==> src/rtl/neuron_seq_ctrl_if.sv <==
// Operand stream and shared-neuron bus for the layer sequencer.
// master = sequencer side, slave = input buffer / neuron datapath side.
interface neuron_seq_ctrl_if #(
  parameter int DATA_W = 12,
  parameter int BIAS_W = 13
);
  logic                  in_valid;
  logic                  in_ready;
  logic [DATA_W-1:0]     in_data;
  logic [9*DATA_W-1:0]   nc_inputs;
  logic [BIAS_W-1:0]     nc_bias;
  logic                  nc_out;

  modport master (
    input  in_valid, in_data, nc_out,
    output in_ready, nc_inputs, nc_bias
  );

  modport slave (
    output in_valid, in_data, nc_out,
    input  in_ready, nc_inputs, nc_bias
  );
endinterface

==> src/rtl/neuron_seq_ctrl.sv <==
// Layer sequencer: packs nine operand lanes per logical neuron, drives the bias
// from a programmable table, waits the neuron latency and gathers result bits.
module neuron_seq_ctrl #(
  parameter int NUM_NEURONS = 16,
  parameter int DATA_W      = 12,
  parameter int BIAS_W      = 13,
  parameter int NC_LAT      = 1,
  parameter int IDX_W       = $clog2(NUM_NEURONS)
) (
  input  logic                   clk,
  input  logic                   rst,
  input  logic                   start,
  output logic                   busy,
  input  logic                   bias_we,
  input  logic [IDX_W-1:0]       bias_addr,
  input  logic [BIAS_W-1:0]      bias_wdata,
  output logic [NUM_NEURONS-1:0] result,
  output logic                   done,
  neuron_seq_ctrl_if.master      bus
);
  localparam logic [1:0] S_IDLE = 2'd0;
  localparam logic [1:0] S_LOAD = 2'd1;
  localparam logic [1:0] S_WAIT = 2'd2;
  localparam logic [1:0] S_CAPT = 2'd3;

  localparam int                LAT_W    = (NC_LAT > 1) ? $clog2(NC_LAT) : 1;
  localparam logic [LAT_W-1:0]  LAT_END  = LAT_W'(NC_LAT - 1);
  localparam logic [IDX_W-1:0]  LAST_IDX = IDX_W'(NUM_NEURONS - 1);

  logic [1:0]                        state;
  logic [3:0]                        lane_cnt;
  logic [IDX_W-1:0]                  neuron_idx;
  logic [LAT_W-1:0]                  wait_cnt;
  logic [8:0][DATA_W-1:0]            lanes;
  logic [BIAS_W-1:0]                 bias_q;
  logic [NUM_NEURONS-1:0][BIAS_W-1:0] bias_mem;
  logic                              start_ok;
  logic                              accept;

  // busy stays high through the done cycle, so a start there is refused
  assign start_ok      = (state == S_IDLE) && start && !busy;
  assign accept        = (state == S_LOAD) && bus.in_valid;
  assign bus.in_ready  = (state == S_LOAD);
  assign bus.nc_inputs = lanes;
  assign bus.nc_bias   = bias_q;

  always_ff @(posedge clk) begin
    if (rst) begin
      state      <= S_IDLE;
      lane_cnt   <= '0;
      neuron_idx <= '0;
      wait_cnt   <= '0;
      busy       <= 1'b0;
      done       <= 1'b0;
      result     <= '0;
      bias_q     <= '0;
    end else begin
      done <= 1'b0;
      if (done) busy <= 1'b0;
      case (state)
        S_IDLE: if (start_ok) begin
          busy       <= 1'b1;
          result     <= '0;
          neuron_idx <= '0;
          lane_cnt   <= '0;
          state      <= S_LOAD;
        end
        S_LOAD: if (accept) begin
          if (lane_cnt == 4'd8) begin
            bias_q   <= bias_mem[neuron_idx];
            wait_cnt <= '0;
            state    <= S_WAIT;
          end else begin
            lane_cnt <= lane_cnt + 4'd1;
          end
        end
        S_WAIT: begin
          if (wait_cnt == LAT_END) state <= S_CAPT;
          else                     wait_cnt <= wait_cnt + LAT_W'(1);
        end
        S_CAPT: begin
          result[neuron_idx] <= bus.nc_out;
          if (neuron_idx == LAST_IDX) begin
            done  <= 1'b1;
            state <= S_IDLE;
          end else begin
            neuron_idx <= neuron_idx + IDX_W'(1);
            lane_cnt   <= '0;
            state      <= S_LOAD;
          end
        end
        default: state <= S_IDLE;
      endcase
    end
  end

  // Lanes persist across neurons; each is rewritten before the next WAIT.
  always_ff @(posedge clk) begin
    if (rst) begin
      lanes <= '0;
    end else begin
      for (int k = 0; k < 9; k++)
        if (accept && lane_cnt == 4'(k)) lanes[k] <= bus.in_data;
    end
  end

  always_ff @(posedge clk) begin
    if (rst)                  bias_mem <= '0;
    else if (bias_we && !busy) bias_mem[bias_addr] <= bias_wdata;
  end
endmodule

==> src/flat_wrapper.sv <==
// flat-port wrapper written by rule: the top's interface ports become plain ports
module neuron_seq_ctrl_flat 
#(
  parameter int NUM_NEURONS = 16,
  parameter int DATA_W      = 12,
  parameter int BIAS_W      = 13,
  parameter int NC_LAT      = 1,
  parameter int IDX_W       = $clog2(NUM_NEURONS)
)
  (clk, rst, start, busy, bias_we, bias_addr, bias_wdata, result, done, bus_in_valid, bus_in_data, bus_nc_out, bus_in_ready, bus_nc_inputs, bus_nc_bias);
  neuron_seq_ctrl_if #(.DATA_W(DATA_W), .BIAS_W(BIAS_W)) bus_i ();
  input  logic clk;
  input  logic rst;
  input  logic start;
  output logic busy;
  input  logic bias_we;
  input  logic [IDX_W-1:0] bias_addr;
  input  logic [BIAS_W-1:0] bias_wdata;
  output logic [NUM_NEURONS-1:0] result;
  output logic done;
  input wire logic [$bits(bus_i.in_valid)-1:0] bus_in_valid;
  input wire logic [$bits(bus_i.in_data)-1:0] bus_in_data;
  input wire logic [$bits(bus_i.nc_out)-1:0] bus_nc_out;
  output wire logic [$bits(bus_i.in_ready)-1:0] bus_in_ready;
  output wire logic [$bits(bus_i.nc_inputs)-1:0] bus_nc_inputs;
  output wire logic [$bits(bus_i.nc_bias)-1:0] bus_nc_bias;
  assign bus_i.in_valid = bus_in_valid;
  assign bus_i.in_data = bus_in_data;
  assign bus_i.nc_out = bus_nc_out;
  assign bus_in_ready = bus_i.in_ready;
  assign bus_nc_inputs = bus_i.nc_inputs;
  assign bus_nc_bias = bus_i.nc_bias;
  neuron_seq_ctrl #(.NUM_NEURONS(NUM_NEURONS), .DATA_W(DATA_W), .BIAS_W(BIAS_W), .NC_LAT(NC_LAT), .IDX_W(IDX_W)) u_core (.clk(clk), .rst(rst), .start(start), .busy(busy), .bias_we(bias_we), .bias_addr(bias_addr), .bias_wdata(bias_wdata), .result(result), .done(done), .bus(bus_i));
endmodule
==> config.mk <==
export PLATFORM = sky130hd
export DESIGN_NAME = neuron_seq_ctrl_flat
export DESIGN_NICKNAME = d
export VERILOG_FILES = /design/src/rtl/neuron_seq_ctrl_if.sv /design/src/rtl/neuron_seq_ctrl.sv /design/src/flat_wrapper.sv
export SDC_FILE = /design/constraint.sdc
export NUM_CORES = 1
export LEC_CHECK = 0
export BUFFER_PORTS_ARGS = -buffer_cell sky130_fd_sc_hd__buf_2
export CORE_MARGIN = 4
export CORE_UTILIZATION = 65
export CTS_BUF_LIST = sky130_fd_sc_hd__clkbuf_8
export DETAILED_ROUTE_END_ITERATION = 10
export PLACE_DENSITY = 0.95
export SETUP_SLACK_MARGIN = 0.3
export SYNTH_ARGS = -nofsm -noshare
export SYNTH_HDL_FRONTEND = slang
export SYNTH_SLANG_ARGS = --single-unit
export TNS_END_PERCENT = 50
==> constraint.sdc <==
create_clock -name clk -period 4.4 [get_ports clk]
set_input_delay 0.88 -clock clk [delete_from_list [all_inputs] [get_ports clk]]
set_output_delay 0.88 -clock clk [all_outputs]
set_load 0.02 [all_outputs]
==> results_dict.tcl <==
set metrics [dict create \
    path_clk_slew_ps 70 \
    worstSkewPairLatency_ps 620 \
    max_stage_delay_ps 740 \
    reg2reg_slack_ps 1620 \
    timing.max_cap.violations 0 \
    syn_nets 1747 \
    firstDrtPassIters 9 \
    setup_tns_ps 0 \
    whs_endpoint "u_core.bus.nc_inputs[105]$_SDFFE_PP0P_" \
    path_buf_inv 1 \
    status "finished, final reports clean" \
    hold_class "reg2reg" \
    yosysWarningCount 0 \
    r2r_cells 6 \
    finalHoldViolations 0 \
    slowest_stage "nor2_2" \
    fin_skew_ps 54.36 \
    routed_wl_um 44760 \
    fin_crit_sh 0.6323 \
    endpoint_kind "register" \
    track_usage 0.3370 \
    drive_above_1_share 0.1932 \
    grt-ovfl-total 0 \
    grt_pass1_wl_um 71440 \
    synth_edf_count 0 \
    holdCritStartpoint "u_core.bus.nc_inputs[105]$_SDFFE_PP0P_" \
    ys_ff_latch 357 \
    synth_flop_cell "dfxtp_1" \
    port_buffers 174 \
    core_mm2 0.02278 \
    drc 0 \
    synth_top_area_frac 0.4734 \
    die_area_mm2 0.02573 \
    cellPowerDensity_mw_per_mm2 413.8 \
    ys_top_cells_by_area "dfxtp_1 (47%), mux2i_1 (8.8%), nand2_1 (8.0%)" \
    nets 1825 \
    maxSlewViolCount 0 \
    antenna_found_initial 0 \
    utilization 0.7427 \
    cts_resized 0 \
    path_delay_family "simple AND/OR/NAND/NOR gates" \
    cts_root_buffer "clkbuf_8" \
    hpwl_um 27470 \
    r2r-start "u_core.state[1]$_SDFFE_PP0P_" \
    netlist_area_mm2 0.01510 \
    place.gp.congestion 0.9065 \
    yosysMostFrequentCell "dfxtp_1" \
    pin_count 175 \
    diodes 0 \
    cts.sinks 357 \
    wl_per_cell_um 21.01 \
    die_w_um 160.4 \
    grt_setup_unrepaired "no" \
    syn_area_per_cell_um2 8.887 \
    postCtsSetupBuffers 0 \
    grt_max_degree 178 \
    cp-start-kind "register" \
    worst_slew_pin_slew_ps 1229 \
    required_ps 4930 \
    synth_cells 1699 \
    cts_hold_buf 0 \
    vias 13820 \
    rr_endpoint "u_core.bus.nc_bias[4]$_SDFFE_PP0P_" \
    critical_path_class "reg2reg" \
    num_rows 55 \
    worst_ep_arrival_time_ps 3310 \
    slew_headroom 0.1746 \
    fp.dieH_um 160.4 \
    numCtsBuffers 53 \
    htree_levels 2 \
    cts_buffer_depth 3 \
    synth_cell_types 57 \
    via_per_inst 6.488 \
    worstPathMaxFanout 18 \
    leakagePower_nw 6.166 \
    grt_pass1_vias 13660 \
    clock.fmax_mhz 359.5 \
    total_power_mw 7.001 \
    cts_tree "built" \
    setup_viol 0 \
    drt_iter0_markers 2133 \
    syn2layout_area_growth_pct 12.05 \
    post-route-min-period_ps 2782 \
    yosys-top-cells-count "dfxtp_1 (357), nand2_1 (321), a21oi_1 (235)" \
    ant_nets 0 \
    synthArstFlopShare 0 \
    synth_top_area_cell "dfxtp_1" \
    worstPathCellList "inv_1 -> ha_1 -> nand2_1 -> nor2_2 -> nand3_1 -> o221ai_1" \
    whs_path_depth 2 \
    peakVddDrop_uv 307.3 \
    yosysSeqAreaShare 0.4734 \
    start_util 0.6628 \
]
## per-stage QoR
stage	instances	worst slack (ps)	instance area, um^2	hold WS [ps]
after floorplan	1699	2319	15100	432.9
after global placement	2035	1289	15810	438.0
after detailed placement	2035	1199	15810	443.3
after CTS	2130	1755	16920	451.8
after global routing	2130	1439	16920	465.1
final	2130	1618	16920	453.7
## worst register-to-register path, delay by kind of cell (launching register included)
family	cells	cell delay [ps]
fa+ha+maj	1	430
compound gates	1	350
flops	1	350
simple gates	3	1470
buf+inv	1	120
## where the power goes
| group | internal (mW) | switching [mW] | leakage, nW |
|---|---|---|---|
| Sequential | 3.30 | 0.0785 | 2.88 |
| Clock | 1.48 | 1.29 | 0.624 |
| Combinational | 0.279 | 0.574 | 2.66 |
| Total | 5.06 | 1.94 | 6.17 |
## sequential cells by signal (all words and copies together), names as in the netlist
| register | count |
|---|---|
| u_core.bias_mem | 208 |
| u_core.result | 16 |
| u_core.busy | 1 |
| u_core.lane_cnt | 4 |
| u_core.bus.nc_inputs | 108 |
| u_core.done | 1 |
| u_core.state | 2 |
| u_core.bus.nc_bias | 13 |
| u_core.neuron_idx | 4 |
## final cells by class
| type | instances | area (um^2) |
|---|---|---|
| clock buffers | 70 | 963.4 |
| inverters | 11 | 41.29 |
| well taps | 313 | 391.6 |
| fillers | 1334 | 5861 |
| flip-flops and latches | 357 | 7152 |
| multi-input cells | 1153 | 7128 |
| clock inverters | 25 | 145.1 |
| repair buffers | 201 | 1096 |
## placed cells by master, fill, tap and decap left out, types with 3 or more instances in the layout
| cell | instances |
|---|---|
| a21boi_0 | 17 |
| a21oi_1 | 235 |
| a21oi_2 | 3 |
| and3_1 | 3 |
| buf_2 | 173 |
| buf_4 | 26 |
| clkbuf_8 | 70 |
| clkinv_2 | 8 |
| dfxtp_1 | 355 |
| ha_1 | 13 |
| inv_1 | 22 |
| mux2_2 | 3 |
| mux2i_1 | 132 |
| mux4_2 | 46 |
| nand2_1 | 321 |
| nand2b_1 | 8 |
| nand3_1 | 158 |
| nor2_1 | 116 |
| nor2b_1 | 4 |
| nor3_1 | 5 |
| o21ai_0 | 20 |
| o21ai_1 | 10 |
| o221ai_1 | 12 |
| o311ai_1 | 3 |
## cell families after synthesis
kind of cell	synth area share
AO/OA/AOI/OAI	0.1169
XOR/XNOR	0.001160
adder cells (fa/ha/maj)	0.01077
buffers and inverters	0.05701
flip-flops	0.4734
multiplexers	0.1584
AND/OR/NAND/NOR	0.1824
## how the worst max path moves through the flow
stage,startpoint,endpoint,slack (ps),depth (start not counted)
final,u_core.state[1]$_SDFFE_PP0P_,u_core.bus.nc_bias[4]$_SDFFE_PP0P_,1620,6
after global routing,u_core.state[1]$_SDFFE_PP0P_,u_core.bus.nc_bias[4]$_SDFFE_PP0P_,1440,6
after CTS,u_core.state[1]$_SDFFE_PP0P_,u_core.bus.nc_bias[4]$_SDFFE_PP0P_,1750,6
after detailed placement,rst,u_core.bus.nc_bias[3]$_SDFFE_PP0P_,1200,4
after global placement,rst,u_core.bus.nc_bias[8]$_SDFFE_PP0P_,1290,4
after floorplan,bias_addr[3],u_core.bias_mem[155]$_SDFFE_PP0P_,2320,8
## layer usage
layer  vias up  wire, um  GRT usage
li1       5999         -          -
met1      6482     15730     0.4031
met2      1093     21380     0.5675
met3       246      4992    0.07390
met4         0      2659     0.1826
met5         -         0          0
Power figures use the tool's default switching activity.
